**config.mk**
```make
export PLATFORM = sky130hd
export DESIGN_NAME = branch_arbiter
export DESIGN_NICKNAME = d
export VERILOG_FILES = /design/src/rtl/branch_arbiter.sv
export SDC_FILE = /design/constraint.sdc
export NUM_CORES = 1
export LEC_CHECK = 0
export ABC_CLOCK_PERIOD_IN_PS = 1700
export CAP_MARGIN = 5
export CELL_PAD_IN_SITES_DETAIL_PLACEMENT = 1
export CELL_PAD_IN_SITES_GLOBAL_PLACEMENT = 1
export CORE_UTILIZATION = 31
export CTS_CLUSTER_DIAMETER = 200
export DETAILED_ROUTE_END_ITERATION = 7
export GPL_TIMING_DRIVEN = 0
export PLACE_DENSITY_LB_ADDON = 0.1
export SLEW_MARGIN = 20
export SYNTH_ARGS = -nofsm -noshare
export SYNTH_HDL_FRONTEND = slang
export SYNTH_SLANG_ARGS = --single-unit
export TNS_END_PERCENT = 20
```
**constraint.sdc**
```tcl
create_clock -name clk -period 1.7 [get_ports clk]
set_clock_uncertainty 0.05 [all_clocks]
set_input_delay 0.34 -clock clk [delete_from_list [all_inputs] [get_ports clk]]
set_output_delay 0.34 -clock clk [all_outputs]
set_load 0.02 [all_outputs]
```
**src/rtl/branch_arbiter.sv**
```systemverilog
// ============================================================================
//  Module   : branch_arbiter
//  Purpose  : Two-requester fair arbiter that supplies the branch decision to a
//             sequence engine, with a stall timeout and optional hit statistics
//             (enabled by macro BRANCH_ARBITER_HIT_STATS_EN).
//  Revision : 1.0  initial release
// ============================================================================
`default_nettype none

module branch_arbiter #(
    parameter int         TO_LIMIT  = 15,
    parameter logic [3:0] HIT_STATE = 4'd9
) (
    input  logic       clk,
    input  logic       reset,
    input  logic [3:0] st,
    input  logic       req0,
    input  logic       req1,
    input  logic       dec0,
    input  logic       dec1,
    output logic       gnt0,
    output logic       gnt1,
    output logic       i1,
    output logic       hit,
    output logic [7:0] hit_cnt,
    output logic       timeout
);

    typedef enum logic [1:0] {
        S_IDLE  = 2'd0,
        S_GNT0  = 2'd1,
        S_GNT1  = 2'd2,
        S_FAULT = 2'd3
    } state_t;

    localparam logic [4:0] c_to_limit = 5'(TO_LIMIT);

    state_t     state_q, state_d;
    logic       i1_q, i1_d;
    logic       last_q, last_d;      // 1: requester 1 was granted most recently
    logic [3:0] stall_q, stall_d;
    logic       timeout_q, timeout_d;

    logic       w_decision;
    logic [4:0] w_stall_inc;

    assign w_decision  = (st == 4'd2) || (st == 4'd5);
    assign w_stall_inc = {1'b0, stall_q} + 5'd1;

    always_ff @(posedge clk) begin
        if (!reset) begin
            state_q   <= S_IDLE;
            i1_q      <= 1'b0;
            last_q    <= 1'b1;
            stall_q   <= 4'd0;
            timeout_q <= 1'b0;
        end else begin
            state_q   <= state_d;
            i1_q      <= i1_d;
            last_q    <= last_d;
            stall_q   <= stall_d;
            timeout_q <= timeout_d;
        end
    end

    always_comb begin
        state_d   = S_IDLE;
        i1_d      = i1_q;
        last_d    = last_q;
        stall_d   = stall_q;
        timeout_d = timeout_q;

        if (state_q == S_FAULT) begin
            state_d = S_FAULT;
            i1_d    = 1'b0;
        end else if (w_decision) begin
            // Ties go to whichever requester was not served last
            if (req0 && (!req1 || last_q)) begin
                state_d = S_GNT0;
                i1_d    = dec0;
                last_d  = 1'b0;
                stall_d = 4'd0;
            end else if (req1) begin
                state_d = S_GNT1;
                i1_d    = dec1;
                last_d  = 1'b1;
                stall_d = 4'd0;
            end else begin
                i1_d    = 1'b0;
                stall_d = w_stall_inc[3:0];
                if (w_stall_inc >= c_to_limit) begin
                    state_d   = S_FAULT;
                    timeout_d = 1'b1;
                end
            end
        end
    end

    assign gnt0    = (state_q == S_GNT0);
    assign gnt1    = (state_q == S_GNT1);
    assign i1      = i1_q;
    assign timeout = timeout_q;

`ifdef BRANCH_ARBITER_HIT_STATS_EN
    logic       hit_q;
    logic [7:0] hit_cnt_q;

    always_ff @(posedge clk) begin
        if (!reset) begin
            hit_q     <= 1'b0;
            hit_cnt_q <= 8'd0;
        end else begin
            hit_q <= (st == HIT_STATE);
            if (hit_q && (hit_cnt_q != 8'hFF)) begin
                hit_cnt_q <= hit_cnt_q + 8'd1;
            end
        end
    end

    assign hit     = hit_q;
    assign hit_cnt = hit_cnt_q;
`else
    logic w_unused_hit;
    assign w_unused_hit = (st == HIT_STATE);
    assign hit          = 1'b0;
    assign hit_cnt      = 8'd0;
`endif

endmodule

`default_nettype wire

```
After elaboration in Yosys (flattened, before gate mapping) --
Index checks and enable logic that the tools add are counted.
Word-level totals: register bits 9, bits in latches 0, memory bits (writable) 0, ROM bits 0, input bits 10, logic and storage cells 36, memories 0
Operators by class: $add $sub $neg 1, multipliers 0, divide/modulo/power cells 0, order comparisons 1, equal/unequal tests 5, shifts and indexed selects 0, muxes and demuxes 11, bitwise operators 4, reductions and logical operators 9
Operator list (number):
- two-way mux 2 bit | 5
- two-way mux 4 bit | 2
- adder 4 x 1 -> 5 bit, second input constant | 1
- >= comparator 5 x 4 -> 1 bit, second input constant | 1
- AND reduction 5 bit | 1
- equality test 2 bit, second input constant | 2
- equality test 4 x 2 -> 1 bit, second input constant | 1
- equality test 4 x 3 -> 1 bit, second input constant | 1
- two-way mux 1 bit | 4
- NOT 1 bit | 4
- AND reduction 3 bit | 1
- equality test 2 x 1 -> 1 bit, second input constant | 1
- logical OR 1 bit | 2
- AND reduction 2 bit | 1
- nonzero test 2 bit | 1
- OR reduction 2 bit | 1
- logical AND 1 bit | 1
- logical NOT 1 bit | 1

Logic depth before layout (Yosys ltp) --
depth in word-level cells 7, depth in mapped cells 5, gate-level depth less buffers 5

Worst setup path after synthesis --
Ideal clock, no wire load.
path type input-to-reg, start point in st[0], end point reg stall_q[3], setup time 0.115 ns, data arrival time 1.331 ns, required time 1.535 ns, path slack 0.204 ns, stages 4, path buffers 0, path through or3b_4 -> a221oi_4 -> a21boi_1 -> o21a_1
Between the ends: word-level cells in the longest chain between the ends 3, elaborated cells between the ends (all ways) 4, those cells by class 2 x eq/ne; 2 x reduce/logical
Ends and longest elaborated chain:
- start: declaration | RTL line 16 | input logic [3:0] st,
- equality test 4 x 2 -> 1 bit / equality test 4 x 3 -> 1 bit (equally long branches) | RTL line 47 | assign w_decision = (st == 4'd2) || (st == 4'd5);
- logical OR 1 bit (*) | RTL line 47
- AND reduction 2 bit (no line) (*)
- end signal: assignment | RTL line 61 | stall_q <= stall_d;
- end: declaration | RTL line 41 | logic [3:0] stall_q, stall_d;
Every way passes the cells marked *; elsewhere a longest branch is shown, timed or not. A chain may end at the register's enable or synchronous reset.

Worst setup path in the final report --
start point reg i1_q, in the netlist i1, end point out i1
RTL lines:
- start: declaration | RTL line 39 | logic i1_q, i1_d;
- start signal: assignment | RTL line 59 | i1_q <= i1_d;
- end: declaration | RTL line 23 | output logic i1,
No word-level cell between the ends.

==> summary by stage <==
Place
During placement, the flow inserted port buffers numbering 11. Routability-driven placement finished with a final weighted congestion of between 0.7 and 0.8. Before CTS, the worst setup slack after placement is -0.385 ns.

Counting tap cells, the placed design contains a total of between 100 and 150 instances. The HPWL after detailed placement is ~1.1 mm.

Synthesis
The cell area after synthesis is between 600 and 700 sq um. Each instance of the synthesized netlist takes up on average ~8.9 sq um. Synthesis produced 72 cells.

The total number of yosys warnings is 0. The synthesized design contains 0 enable-type register cells. Among all flip-flop cells after synthesis, the most frequent one is dfxtp_1. Synthesis instantiated 39 different standard cells from the library. By count the netlist is led by buf_4 (9), dfxtp_1 (9), nand2_1 (7). The biggest area consumer among synthesized cells is dfxtp_1.

In the post-synthesis netlist, the biggest area contributors are dfxtp_1 (28%), buf_4 (11%), a221oi_4 (4.1%). The synthesized design contains 9 register bits. In the synthesized netlist the async set-or-reset flop fraction comes to 0.

The sequential cell area fraction in the yosys report is 0.282. The top-area cell type share of the netlist area is 0.282.

Timing
The ratio of final minimum period to clock period is 0.938. The final setup violation count is 0. Setup repair after global routing left no endpoint under its margin. The post-layout worst setup margin is about 0.11 ns. Summed over all failing endpoints, the final setup total negative slack is 0 ns. The post-layout minimum cycle time is 1.59 ns. The number of max-slew violations in the final report is 0. The number of endpoints with negative hold slack in the final report is 0. The maximum achievable frequency is approximately 0.63 GHz.

Layout
After the last flow step, the layout net total stands at about 110. The layout overhead on the synthesized area is 32.4%. The proportion of layout cells with a drive suffix above 1 is 0.221. The final cell count without fillers is approximately 120. The repair_antennas step left the layout with diodes totalling 0. The core utilization of the finished layout is 0.435.

Hold path
The tightest min-delay check is of the in2reg type. The worst hold path terminates at state_q[1]$_SDFF_PN0_. The worst hold path passes through 2 cells. The launch point of the worst hold path is req0.

Clock network
The buffer cell driving the clock tree root is clkbuf_4. TritonCTS built the clock tree. For this design, the CTS-stage hold fixing added 0 buffers. Clock-pin slew was measured on the worst setup and hold paths at 0.07 ns. The number of buffers created by CTS is 3. The tree built by TritonCTS fans out to 9 sinks. The clock latency of the later-clocked register in the worst-skew pair is approximately 0.26 ns. The buffer depth of the longest clock path is 2. CTS built an H-tree with a depth of 1. The number of setup buffers added after CTS is 0.

Floorplan
The initial utilization of the core area, before any placement, comes to 0.329. The count of pins on the block boundary is 23. The die boundary width is around 47 um. The area enclosed by the die boundary is about 0.0022 sq mm. After floorplanning, the core was sized to cover just under 0.002 sq mm.

After floorplanning, the core was divided into 16 placement rows. The floorplan die height is 47.4 um.

Worst setup path
At the worst endpoint, the arrival time is ~1.2 ns. The critical path is of the reg2out type. The startpoint of the most critical setup path is i1$_SDFFE_PP0P_. The largest single stage delay on the critical path is 0.60 ns. The capture instance of the worst register-to-register path is state_q[0]$_SDFF_PN0_. The kind of end point of the critical path is a primary output. For flop-to-flop paths, the worst setup slack is 0.18 ns. Together, buffers and inverters on the worst path number 1. The depth of the worst register-to-register path is 5. The signal on the critical path passes through clkdlybuf4s50_1. The master of the slowest instance on the critical path is clkdlybuf4s50_1.

Broken down by cell family, the worst path's largest delay share belongs to buffers and inverters. The worst register-to-register path begins at stall_q[0]$_SDFFE_PN0P_. The worst setup path is launched from a flip-flop. For the worst setup path, the data required time is 1.31 ns. The maximum fanout along the worst path is 2.

Status
The run finished with clean final reports.

Detailed routing
After detailed routing, the total wire length is ~1.5 mm. Dividing the detail-routed wire length by the instance count gives 11.9 um. Using the TritonRoute via totals, the vias-per-cell ratio works out to a little under 5.

The routed layout has 590 vias. The first detailed-routing pass took 4 iterations. The number of antenna-violating nets in the routed design is 0. After detailed routing, the number of remaining DRC violations is 0.

The detailed router finished its first iteration with 5 violations.

Flow run
The tool flagged a number of max-cap violations equal to 0.

Power and ir drop
The maximum VDD drop is between 0.0002 and 0.00025 V. Power spread over the standard cell area amounts to 584 mW/mm^2. Summed over all cells, the static leakage comes to 0.379 nW.

Global route
The total overflow reported by the global router is 0. The number of global-route vias before repair came to ~530. The initial antenna violation count came to 0. The total global routing track utilization is 0.151. The first global-routing pass estimated approximately 2.4 mm of wire. The maximum number of pins on one net before global-route repair is 11.
## layout make-up
cell class | instances | area [sq um]
plain buffers | 11 | 76.3
clock buffers | 4 | 26.3
fillers | 257 | 1100
inverters | 2 | 7.51
multi-input cells | 58 | 404
flip-flops and latches | 9 | 183
well taps | 27 | 33.8
repair buffers | 11 | 114
## through the flow
step	hold WS, ns	cell area [sq um]	total power, mW
final	0.362	845	0.493
after global routing	0.370	845	0.523
after CTS	0.361	837	0.496
after detailed placement	0.415	812	0.324
after global placement	0.391	812	0.323
after floorplan	0.435	668	0.291
## routing by layer
metal,vias up,wire (um),global-route usage
met5,-,0,0
met4,0,9,0.0343
met3,2,83,0.0346
met2,18,660,0.260
met1,276,700,0.191
li1,294,-,-
## how the worst max path moves through the flow
stage	end	cells past startpoint
after global routing	i1	1
after CTS	state_q[1]$_SDFF_PN0_	5
after floorplan	stall_q[3]$_SDFFE_PN0P_	4
after detailed placement	stall_q[3]$_SDFFE_PN0P_	5
after global placement	stall_q[0]$_SDFFE_PN0P_	5
final	i1	1
## cells in the final DEF (no fill, tap or decap), drive strengths merged, types with 3 or more instances in the layout
master / count
nand2: 7
dlymetal6s2s: 3
conb: 9
clkdlybuf4s50: 5
a21oi: 3
nor2: 4
dlygate4sd2: 3
buf: 10
dfxtp: 9
clkbuf: 5
## worst register-to-register path, stage by stage, from the launching register on
cell and delay [ns]:
dfxtp_1 0.41, ha_1 0.27, nand4b_1 0.14, o22ai_1 0.08, a32oi_1 0.34, a21oi_1 0.11
## logic make-up after synthesis
group,share of synthesized area
AOI/OAI and AO/OA,0.298
adders and majority gates,0.0392
buffers and inverters,0.131
DFF,0.282
muxes,0.0392
other,0.00588
and+or+nand+nor,0.204
## sequential cells by signal (all words and copies together), names as in the netlist
name     count
stall_q      4
state_q      2
i1           1
last_q       1
timeout      1
## power by group
group / internal (mW) / leakage, nW / switching [mW]
registers: 0.214 / 0.0738 / 0.00368
logic: 0.0463 / 0.290 / 0.0524
clock network: 0.0907 / 0.0150 / 0.0854
## repair_timing
action,CTS,global route
resized for setup,5,3
pin swaps,0,4
endpoints found under the setup margin,11,9
Note: power is estimated with default switching activity, not from simulation.
